--- config.mk ---
export PLATFORM = sky130hd
export DESIGN_NAME = rr_src_arbiter
export DESIGN_NICKNAME = d
export VERILOG_FILES = /design/src/rtl/rr_src_arbiter_pkg.sv /design/src/rtl/rr_src_arbiter_mux6x1.sv /design/src/rtl/rr_src_arbiter.sv
export SDC_FILE = /design/constraint.sdc
export NUM_CORES = 1
export LEC_CHECK = 0
export CORE_ASPECT_RATIO = 1.4
export CORE_MARGIN = 5
export CORE_UTILIZATION = 52
export CTS_CLUSTER_SIZE = 30
export DETAILED_ROUTE_END_ITERATION = 10
export PLACE_DENSITY = 0.9
export SLEW_MARGIN = 40
export SYNTH_ARGS = -nofsm -noshare
export SYNTH_HDL_FRONTEND = slang
export SYNTH_SLANG_ARGS = --single-unit
export TNS_END_PERCENT = 20
--- constraint.sdc ---
create_clock -name clk -period 11.5 [get_ports clk]
set_clock_uncertainty 0.15 [all_clocks]
set_input_delay 2.875 -clock clk [delete_from_list [all_inputs] [get_ports clk]]
set_output_delay 2.875 -clock clk [all_outputs]
set_load 0.02 [all_outputs]
--- src/rtl/rr_src_arbiter_pkg.sv ---
// Shared sizes, state type and the requester priority search for rr_src_arbiter.
package rr_src_arbiter_pkg;

   localparam int NREQ   = 6;
   localparam int SEL_W  = 3;
   localparam int DATA_W = 4;

   typedef enum logic {
      EMPTY = 1'b0,
      FULL  = 1'b1
   } state_t;

   typedef struct packed {
      logic             any;
      logic [SEL_W-1:0] idx;
   } pick_t;

   // Winner is the first set req bit searching upward from (last+1), wrapping at NREQ.
   // The search runs from the farthest candidate to the nearest so the nearest one wins.
   // Passing last = NREQ-1 turns this into a plain lowest-index-first search.
   function automatic pick_t pick_winner(input logic [NREQ-1:0] req,
                                         input logic [SEL_W-1:0] last);
      pick_t            p;
      logic [SEL_W-1:0] j;
      p = '0;
      for (int k = NREQ; k >= 1; k--) begin
         j = SEL_W'((int'(last) + k) % NREQ);
         if (req[j]) begin
            p.any = 1'b1;
            p.idx = j;
         end
      end
      return p;
   endfunction

endpackage

--- src/rtl/rr_src_arbiter_mux6x1.sv ---
// 6:1 operand mux; unused select codes return zero.
module mux6x1
   import rr_src_arbiter_pkg::*;
(
   input  logic [DATA_W-1:0] d0,
   input  logic [DATA_W-1:0] d1,
   input  logic [DATA_W-1:0] d2,
   input  logic [DATA_W-1:0] d3,
   input  logic [DATA_W-1:0] d4,
   input  logic [DATA_W-1:0] d5,
   input  logic [SEL_W-1:0]  s,
   output logic [DATA_W-1:0] y
);

   // Select the operand addressed by s.
   always_comb begin
      y = '0;
      case (s)
         3'd0:    y = d0;
         3'd1:    y = d1;
         3'd2:    y = d2;
         3'd3:    y = d3;
         3'd4:    y = d4;
         3'd5:    y = d5;
         default: y = '0;
      endcase
   end

endmodule

--- src/rtl/rr_src_arbiter.sv ---
// Six-source arbiter feeding a single registered output slot with valid/ready backpressure.
//
// state | meaning
// ------+------------------------------------------------------------
// EMPTY | output slot holds no data; a request is granted immediately
// FULL  | dout holds unconsumed data; new grant only when dout_ready
module rr_src_arbiter
   import rr_src_arbiter_pkg::*;
#(
   parameter int FIXED_PRIO = 0
) (
   input  logic        clk,
   input  logic        rst_n,
   input  logic [5:0]  req,
   input  logic [3:0]  data_a,
   input  logic [3:0]  data_b,
   input  logic [3:0]  data_c,
   input  logic [3:0]  data_d,
   input  logic [3:0]  data_e,
   input  logic [3:0]  data_f,
   output logic [5:0]  gnt,
   output logic [2:0]  sel,
   output logic [3:0]  dout,
   output logic        dout_valid,
   input  logic        dout_ready,
   output logic        busy
);

   state_t              state;
   logic [SEL_W-1:0]    last;
   pick_t               pick;
   logic                slot_free;
   logic                take;
   logic [DATA_W-1:0]   mux_y;

   // Priority search; fixed-priority mode pins the pointer so index 0 is searched first.
   always_comb begin
      pick = pick_winner(req, (FIXED_PRIO != 0) ? SEL_W'(NREQ - 1) : last);
   end

   assign slot_free = (state == EMPTY) || dout_ready;
   assign take      = rst_n && slot_free && pick.any;

   // One-hot accept for the winner whenever the slot can take new data.
   always_comb begin
      gnt = '0;
      if (take) gnt[pick.idx] = 1'b1;
   end

   mux6x1 u_mux (
      .d0 (data_a),
      .d1 (data_b),
      .d2 (data_c),
      .d3 (data_d),
      .d4 (data_e),
      .d5 (data_f),
      .s  (pick.idx),
      .y  (mux_y)
   );

   // Slot FSM: load the winner when free, drain to EMPTY when consumed with nothing new.
   always_ff @(posedge clk) begin
      if (!rst_n) begin
         state <= EMPTY;
         dout  <= '0;
         sel   <= '0;
         last  <= SEL_W'(NREQ - 1);
      end else if (slot_free) begin
         if (take) begin
            state <= FULL;
            dout  <= mux_y;
            sel   <= pick.idx;
            last  <= pick.idx;
         end else begin
            state <= EMPTY;
         end
      end
   end

   assign dout_valid = (state == FULL);
   assign busy       = dout_valid || (|req);

endmodule

==> impl_metrics.json, run 1 <==
{
  "worst-endpoint-required_ns": 8.48,
  "netlist_area_um2": 1800,
  "cap_violations": 0,
  "grt_use_total_pct": 22.5,
  "criticalPathCategory": "input pin to primary output",
  "slew_viol_final": 0,
  "grt_overflow_total": 0,
  "nets": 304,
  "antenna_cells": 0,
  "cts-hold-fix-buffers": 0,
  "clk-insertion-delay-late_ns": 0.23,
  "via_count": 1965,
  "grt_pass1_wl_mm": 8.57,
  "yosysUniqueCellTypes": 71,
  "wl_per_cell_um": 17.9,
  "core-area_um2": 3350,
  "ys_seq_elements": 10,
  "cts_tree": "done",
  "globalplace.congestion": 0.925,
  "start_util_pct": 53.6,
  "setup_viol": 0,
  "io_pins": 48,
  "htreeDepth": 1,
  "cts_resized": 0,
  "cpPeakStageDelay_ns": 0.66,
  "antenna_found_initial": 0,
  "slowest_stage": "clkdlybuf4s50_1",
  "status": "complete, no violations",
  "drive_gt1_share_pct": 12.0,
  "die_h_um": 79.5,
  "critPathMostFrequentCell": "clkdlybuf4s50_1",
  "ys_dominant_reg_cell": "dfxtp_1",
  "path_cells": "clkdlybuf4s50_1 -> mux2i_1 -> nor3_1 -> mux4_2 -> nor2_1 -> o21ai_2 -> o2bb2ai_2 -> nor2_2 -> nor4_1 -> clkdlybuf4s50_1",
  "fin_setup_tns_ns": 0,
  "async_flop_share_pct": 0,
  "whs_ns": 0.373,
  "startpoint_type": "input pin",
  "drt_first_pass_iters": 4,
  "cts_buffers": 3,
  "grt_pass1_vias": 1924,
  "syn_inst": 225,
  "totalWireLength_mm": 5.35,
  "ys.warnings.count": 0,
  "root_buffer": "clkbuf_8",
  "hold_viol": 0,
  "grt_max_degree": 20,
  "cp.arrival_ns": 6.37,
  "hold_path_depth": 2,
  "clockBufferDepth": 2,
  "dieArea_um2": 4740,
  "tightest_slew_ns": 0.725,
  "timing.final.crit_share_pct": 81.7,
  "vias_per_cell": 6.57,
  "cp_max_fo": 13,
  "synth_area_per_cell_um2": 7.98,
  "rows": 25,
  "end_kind": "primary output",
  "ys_seq_area_share_pct": 11.1,
  "clk_pin_slew_ns": 0.04,
  "fmax_mhz": 106,
  "dpl.hpwl_mm": 4.23,
  "cts_sinks": 10,
  "io_buffer_count": 47,
  "synth_edf_count": 0,
  "syn_to_final_growth_pct": 25.7,
  "dieWidth_um": 59.7,
  "drt_first_iter_violations": 108,
  "slew_headroom_pct": 51.7,
  "hold_class": "register to register",
  "fill_cells": 250,
  "r2r_cells": 15,
  "cts_setup_buffers": 0,
  "rsz0062_at_grt": "no",
  "drc_errors": 0,
  "period_minus_slack_ns": 9.40,
  "synth.net_count": 268,
  "postRouteAntennaNets": 0
}
## flip-flops by register name, summed over array words and instances, names as in the netlist
register    cells
dout            4
dout_valid      1
sel             3
last            2
## cell usage in the layout (no fill, tap or decap), types with 3 or more instances in the layout
master	count
nand2b_1	5
nor4_1	4
clkdlybuf4s50_1	47
a211o_1	5
dfxtp_1	10
mux4_2	5
a21oi_1	12
or3_1	3
nor2b_1	3
nor3_1	4
mux2i_1	5
inv_1	9
a21o_1	4
nand3_1	7
nand2_1	13
o211ai_1	3
mux2_2	4
clkbuf_8	3
o2111a_1	5
ha_1	10
nor2_1	17
a31oi_1	12
o21ai_0	12
## cell type report
type                            instances  area [um^2]  area share [%]
Clock buffer                            3         41.3            1.83
Inverter                               10         37.5            1.66
Multi-Input combinational cell        188         1450            64.2
Sequential cell                        10          200            8.87
Timing Repair Buffer                   48          478            21.2
Tap cell                               40         50.0            2.22
## per-stage QoR
step	std cells	setup slack, ns	utilization (%)	cell area, um^2
6_report	299	2.10	67.4	2260
5_1_grt	299	1.97	67.4	2260
4_1_cts	299	2.17	67.3	2250
3_5_place_dp	296	2.20	66.0	2210
3_3_place_gp	296	2.25	66.0	2210
2_1_floorplan	225	3.29	-	1800
## path summary, 6_finish.rpt
| path | start | to | slack (ns) |
|---|---|---|---|
| worst max register to register | last[0] | dout[1] | 6.91 |
| worst max-delay path | req[4] | gnt[0] | 2.10 |
| worst min-delay path | dout[0] | dout[0] | 0.37 |
| worst min register to register | dout[0] | dout[0] | 0.37 |
## metal layers
metal,track usage [%],vias to the layer above,wire (um),share of wire (%)
li1,-,942,-,-
met4,9.31,0,182,3.4
met1,24.1,897,2010,38
met2,40.9,106,2790,52
met5,0,-,0,0
met3,4.85,20,362,6.8
## kinds of logic after synthesis
family	count (synthesis)	share of synthesized area [%]
compound gates	83	36.1
simple gates	78	23.9
buf+inv	27	8.43
mux	14	11.6
fa+ha+maj	10	6.97
flops	10	11.1
xor+xnor	3	1.88
## Yosys cell counts (4+ instances only)
library cell | instances | area share [%]
nor2_1 | 17 | 3.6
a31oi_1 | 13 | 4.5
nand2_1 | 13 | 2.7
a21oi_1 | 12 | 3.3
o21ai_0 | 12 | 3.3
dfxtp_1 | 10 | 11
ha_1 | 10 | 7.0
inv_1 | 9 | 1.9
clkbuf_1 | 7 | 1.5
nand3_1 | 7 | 2.0
a211o_1 | 5 | 2.4
buf_6 | 5 | 3.1
mux2i_1 | 5 | 2.8
mux4_2 | 5 | 6.3
nand2b_1 | 5 | 1.7
o2111a_1 | 5 | 3.1
a21o_1 | 4 | 1.7
mux2_2 | 4 | 2.5
nor3_1 | 4 | 1.1
nor4_1 | 4 | 1.4
## worst max-delay path: cells and delay by family
family / cells / cell delay [ns]
buffers and inverters: 2 / 1.16
multiplexers: 2 / 1.11
AO/OA/AOI/OAI: 2 / 0.47
AND/OR/NAND/NOR: 4 / 0.75
Power of run 1 is left out: the tool's default activity adds up to more than one toggle a clock period on the data nets, which glitch-free logic cannot reach.
==> run 2, diff against run 1 <==
--- a/config.mk
+++ b/config.mk
@@ -7,10 +7,10 @@
 export LEC_CHECK = 0
 export CORE_ASPECT_RATIO = 1.4
 export CORE_MARGIN = 5
-export CORE_UTILIZATION = 52
+export CORE_UTILIZATION = 50
 export CTS_CLUSTER_SIZE = 30
 export DETAILED_ROUTE_END_ITERATION = 10
-export PLACE_DENSITY = 0.9
+export PLACE_DENSITY = 0.87
 export SLEW_MARGIN = 40
 export SYNTH_ARGS = -nofsm -noshare
 export SYNTH_HDL_FRONTEND = slang
==> constraint.sdc (replaced) <==
create_clock -name clk -period 8.7 [get_ports clk]
set_clock_uncertainty 0.15 [all_clocks]
set_input_delay 2.175 -clock clk [delete_from_list [all_inputs] [get_ports clk]]
set_output_delay 2.175 -clock clk [all_outputs]
set_load 0.02 [all_outputs]
==> run 2 against run 1 <==
Effect of this change: clock-buffer cell count is 1 higher; via count is 1.5% lower; largest cell class unchanged; register-to-register slack worse by 2.8 ns; utilization is 0.76 points lower; critical path depth stayed put; global-route usage is 0.093 points higher; die area is 3.4% higher; highest routed layer unchanged; cell area is 0.72% higher.
==> impl_metrics.json, run 2 (synthesis results as in run 1) <==
{
  "nets": 305,
  "hold_class": "register to register",
  "wl_per_cell_um": 17.7,
  "drc_errors": 0,
  "postRouteAntennaNets": 0,
  "largest-register": "dout",
  "slew_viol_final": 0,
  "period_minus_slack_ns": 7.90,
  "cp.arrival_ns": 5.58,
  "rsz0062_at_grt": "no",
  "cts_buffers": 3,
  "critPathTopFamily": "buffers and inverters",
  "rows": 25,
  "timing.final.crit_share_pct": 90.8,
  "slowest_stage": "clkdlybuf4s50_1",
  "drt_first_iter_violations": 108,
  "hold_viol": 0,
  "r2r_end": "dout[1]",
  "reg2reg_slack_ns": 4.12,
  "io_buffer_count": 47,
  "dieArea_um2": 4910,
  "crit_path_end": "gnt[0]",
  "cts-hold-fix-buffers": 0,
  "fmax_mhz": 127,
  "status": "complete, no violations",
  "cts_resized": 0,
  "root_buffer": "clkbuf_8",
  "setup_viol": 0,
  "fin_setup_tns_ns": 0,
  "grt_pass1_wl_mm": 8.73,
  "io_pins": 48,
  "drt_first_pass_iters": 4,
  "drive_gt1_share_pct": 12.6,
  "cap_violations": 0,
  "cpPeakStageDelay_ns": 0.65,
  "largest_register_ffs": 4,
  "criticalPathCategory": "input pin to primary output",
  "cts_sinks": 10,
  "final_cell_mix": "47 x clkdlybuf4s50_1, 17 x nor2_1, 13 x nand2_1, 13 x a31oi_1",
  "cts_tree": "done",
  "clockBufferDepth": 2,
  "worst-path-stages": 10,
  "dpl.hpwl_mm": 4.17,
  "grt_pass1_vias": 1970,
  "startpoint_type": "input pin",
  "cp_num_buf_inv": 2,
  "start_util_pct": 52.7,
  "rr_startpoint": "last[0]",
  "dieWidth_um": 60.6,
  "worstSetupStartpoint": "req[4]",
  "totalWireLength_mm": 5.32,
  "grt_use_total_pct": 22.6,
  "grt_overflow_total": 0,
  "antenna_found_initial": 0,
  "antenna_cells": 0,
  "path_cells": "clkdlybuf4s50_1 -> mux2i_1 -> nor3_1 -> mux4_2 -> nor2_1 -> o21ai_2 -> o2bb2ai_2 -> nor2_2 -> nor4_1 -> clkdlybuf4s50_1",
  "r2r_cells": 14,
  "syn_to_final_growth_pct": 26.6,
  "via_count": 1935,
  "slew_headroom_pct": 50.8,
  "top_regs": "dout (4), sel (3), last (2)",
  "final_common_cell": "clkdlybuf4s50_1",
  "globalplace.congestion": 0.902,
  "vias_per_cell": 6.43,
  "cp_max_fo": 13,
  "cts_setup_buffers": 0,
  "critPathMostFrequentCell": "clkdlybuf4s50_1",
  "clk_pin_slew_ns": 0.04,
  "worst-endpoint-required_ns": 6.38,
  "end_kind": "primary output",
  "die_h_um": 80.9,
  "clk-insertion-delay-late_ns": 0.23,
  "core-area_um2": 3410,
  "htreeDepth": 1,
  "grt_max_degree": 28,
  "tightest_slew_ns": 0.737
}
## run 2: area by class of cell
class                      count  area [um^2]
inverter                      10         37.5
clock buffer                   4         55.1
multi-input combinational    188         1440
fill                         282         1140
sequential                    10          201
tap                           40         50.0
timing repair buffer          49          485
## run 2: how the worst min path moves through the flow
stage,cells past startpoint,start,slack [ns],to
floorplan,2,dout[0],0.43,dout[0]
CTS,2,dout[0],0.37,dout[0]
detailed placement,2,sel[2],0.37,sel[2]
finish,2,sel[2],0.37,sel[2]
global placement,2,dout[1],0.35,dout[1]
global route,2,dout[0],0.40,dout[0]
## run 2: tightest hold or removal path: cells and delay by family (launching register included)
kind | cells | cell delay, ns
flip-flops | 1 | 0.33
AND/OR/NAND/NOR | 1 | 0.08
AO/OA/AOI/OAI | 1 | 0.08
## run 2: layer usage
| metal | global-route usage (%) | routed length, um | up-vias |
|---|---|---|---|
| li1 | - | - | 951 |
| met1 | 24.3 | 1930 | 897 |
| met2 | 41.4 | 2920 | 73 |
| met3 | 5.09 | 359 | 14 |
| met4 | 8.68 | 114 | 0 |
| met5 | 0 | 0 | - |
## run 2: per-stage QoR
| stage | util (%) | std cells | area (um^2) | hold slack [ns] | setup slack, ns |
|---|---|---|---|---|---|
| after global placement | 65.0 | 297 | 2220 | 0.354 | 0.928 |
| final | 66.7 | 301 | 2270 | 0.374 | 0.799 |
| after global routing | 66.7 | 301 | 2270 | 0.399 | 0.580 |
| after detailed placement | 65.1 | 297 | 2220 | 0.366 | 0.861 |
| after CTS | 66.7 | 301 | 2270 | 0.370 | 0.827 |
| after floorplan | - | 225 | 1800 | 0.433 | 1.89 |
Power of run 2 is left out for the same reason.
==> run 3, diff against run 2 <==
--- a/config.mk
+++ b/config.mk
@@ -6,12 +6,12 @@
 export NUM_CORES = 1
 export LEC_CHECK = 0
 export CORE_ASPECT_RATIO = 1.4
-export CORE_MARGIN = 5
+export CORE_MARGIN = 2
 export CORE_UTILIZATION = 50
 export CTS_CLUSTER_SIZE = 30
 export DETAILED_ROUTE_END_ITERATION = 10
-export PLACE_DENSITY = 0.87
-export SLEW_MARGIN = 40
+export PLACE_DENSITY_LB_ADDON = 0.25
+export SLEW_MARGIN = 5
 export SYNTH_ARGS = -nofsm -noshare
 export SYNTH_HDL_FRONTEND = slang
 export SYNTH_SLANG_ARGS = --single-unit
==> run 3 against run 2 <==
Effect of this change: first-iteration DRC count down 46%; maximum frequency fell by 1.1%; die area down 17%; flip-flop and latch count is the same; via count decreased by 0.36%; utilization shrank 0.44 points; clock-buffer cell count down 1; routed wire length shrank 7.4%; worst setup slack got worse by 0.092 ns; worst hold slack got worse by 0.011 ns; sequential share of layout area barely moved; largest cell class unchanged.
==> impl_metrics.json, run 3 (synthesis results as in run 1) <==
{
  "drt_first_iter_violations": 58,
  "via_count": 1928,
  "hold_viol": 0,
  "cts_sinks": 10,
  "hold_class": "register to register",
  "htreeDepth": 1,
  "io_pins": 48,
  "cap_violations": 0,
  "grt_use_total_pct": 24.7,
  "dieWidth_um": 54.6,
  "slew_viol_final": 0,
  "totalWireLength_mm": 4.92,
  "period_minus_slack_ns": 7.99,
  "startpoint_type": "input pin",
  "whs_ns": 0.362,
  "dp_cells": 297,
  "setup_viol": 0,
  "stdcell_count": 300,
  "antenna_found_initial": 0,
  "dpl.hpwl_mm": 3.89,
  "postRouteAntennaNets": 0,
  "syn_to_final_growth_pct": 25.8,
  "drive_gt1_share_pct": 11.9,
  "cts_resized": 0,
  "tightest_slew_ns": 0.827,
  "clk_pin_slew_ns": 0.05,
  "rsz0062_at_grt": "no",
  "worst-endpoint-required_ns": 6.38,
  "core-area_um2": 3410,
  "cts-hold-fix-buffers": 0,
  "postPlaceCellArea_um2": 2220,
  "end_kind": "primary output",
  "wl_per_cell_um": 16.4,
  "grt_pass1_vias": 1800,
  "final_cell_mix": "47 x clkdlybuf4s50_1, 17 x nor2_1, 13 x nand2_1, 13 x a31oi_1",
  "criticalPathCategory": "input pin to primary output",
  "start_util_pct": 52.7,
  "top_regs": "dout (4), sel (3), last (2)",
  "dieArea_um2": 4090,
  "cts_setup_buffers": 0,
  "timing.final.crit_share_pct": 91.9,
  "nets": 305,
  "grt_max_degree": 28,
  "root_buffer": "clkbuf_8",
  "largest_register_ffs": 4,
  "globalplace.congestion": 0.932,
  "io_buffer_count": 47,
  "fin_setup_tns_ns": 0,
  "fmax_mhz": 125,
  "cts_buffers": 3,
  "grt_pass1_wl_mm": 7.60,
  "die_h_um": 74.9,
  "rows": 25,
  "cp.arrival_ns": 5.67,
  "fin_area_um2": 2260,
  "drc_errors": 0,
  "fill_cells": 309,
  "cp_max_fo": 13,
  "status": "complete, no violations",
  "grt_overflow_total": 0,
  "clk-insertion-delay-late_ns": 0.23,
  "cts_tree": "done",
  "drt_first_pass_iters": 4,
  "slew_headroom_pct": 44.9,
  "antenna_cells": 0,
  "vias_per_cell": 6.43,
  "largest-register": "dout",
  "final_common_cell": "clkdlybuf4s50_1",
  "clockBufferDepth": 2
}
-- run 3: path summary, 6_finish.rpt --
kind                  end  cells past startpoint    start  slack (ns)
hold / removal     sel[2]                      2   sel[2]        0.36
setup reg to reg  dout[2]                     15  last[0]        4.26
setup / recovery   gnt[2]                     10   req[4]        0.71
hold reg to reg    sel[2]                      2   sel[2]        0.36
-- run 3: routing by layer --
metal	vias to the layer above	wire [um]	GRT usage, %
met2	83	2490	45.8
met3	20	301	3.77
li1	947	-	-
met1	878	1940	25.6
met5	-	0	0
met4	0	193	12.8
-- run 3: critical path: stages --
cell,delay (ns)
clkdlybuf4s50_1,0.56
mux2i_1,0.22
nor3_1,0.19
mux4_2,0.45
nor3_1,0.12
a221oi_1,0.68
and2_4,0.35
nand2_1,0.12
nor2_1,0.15
clkdlybuf4s50_1,0.63
-- run 3: final cells by class --
type	instances	area [um^2]	area share (%)
sequential	10	200	8.86
inverter	10	37.5	1.66
tap	40	50.0	2.22
multi-input combinational	188	1440	63.9
clock buffer	3	41.3	1.83
timing repair buffer	49	485	21.5
-- run 3: stage by stage --
| stage | util (%) | setup WS, ns |
|---|---|---|
| 2_1_floorplan | - | 1.89 |
| 3_3_place_gp | 65.0 | 0.874 |
| 3_5_place_dp | 65.0 | 0.797 |
| 4_1_cts | 66.2 | 0.761 |
| 5_1_grt | 66.2 | 0.527 |
| 6_report | 66.2 | 0.707 |
Power of run 3 is left out for the same reason.
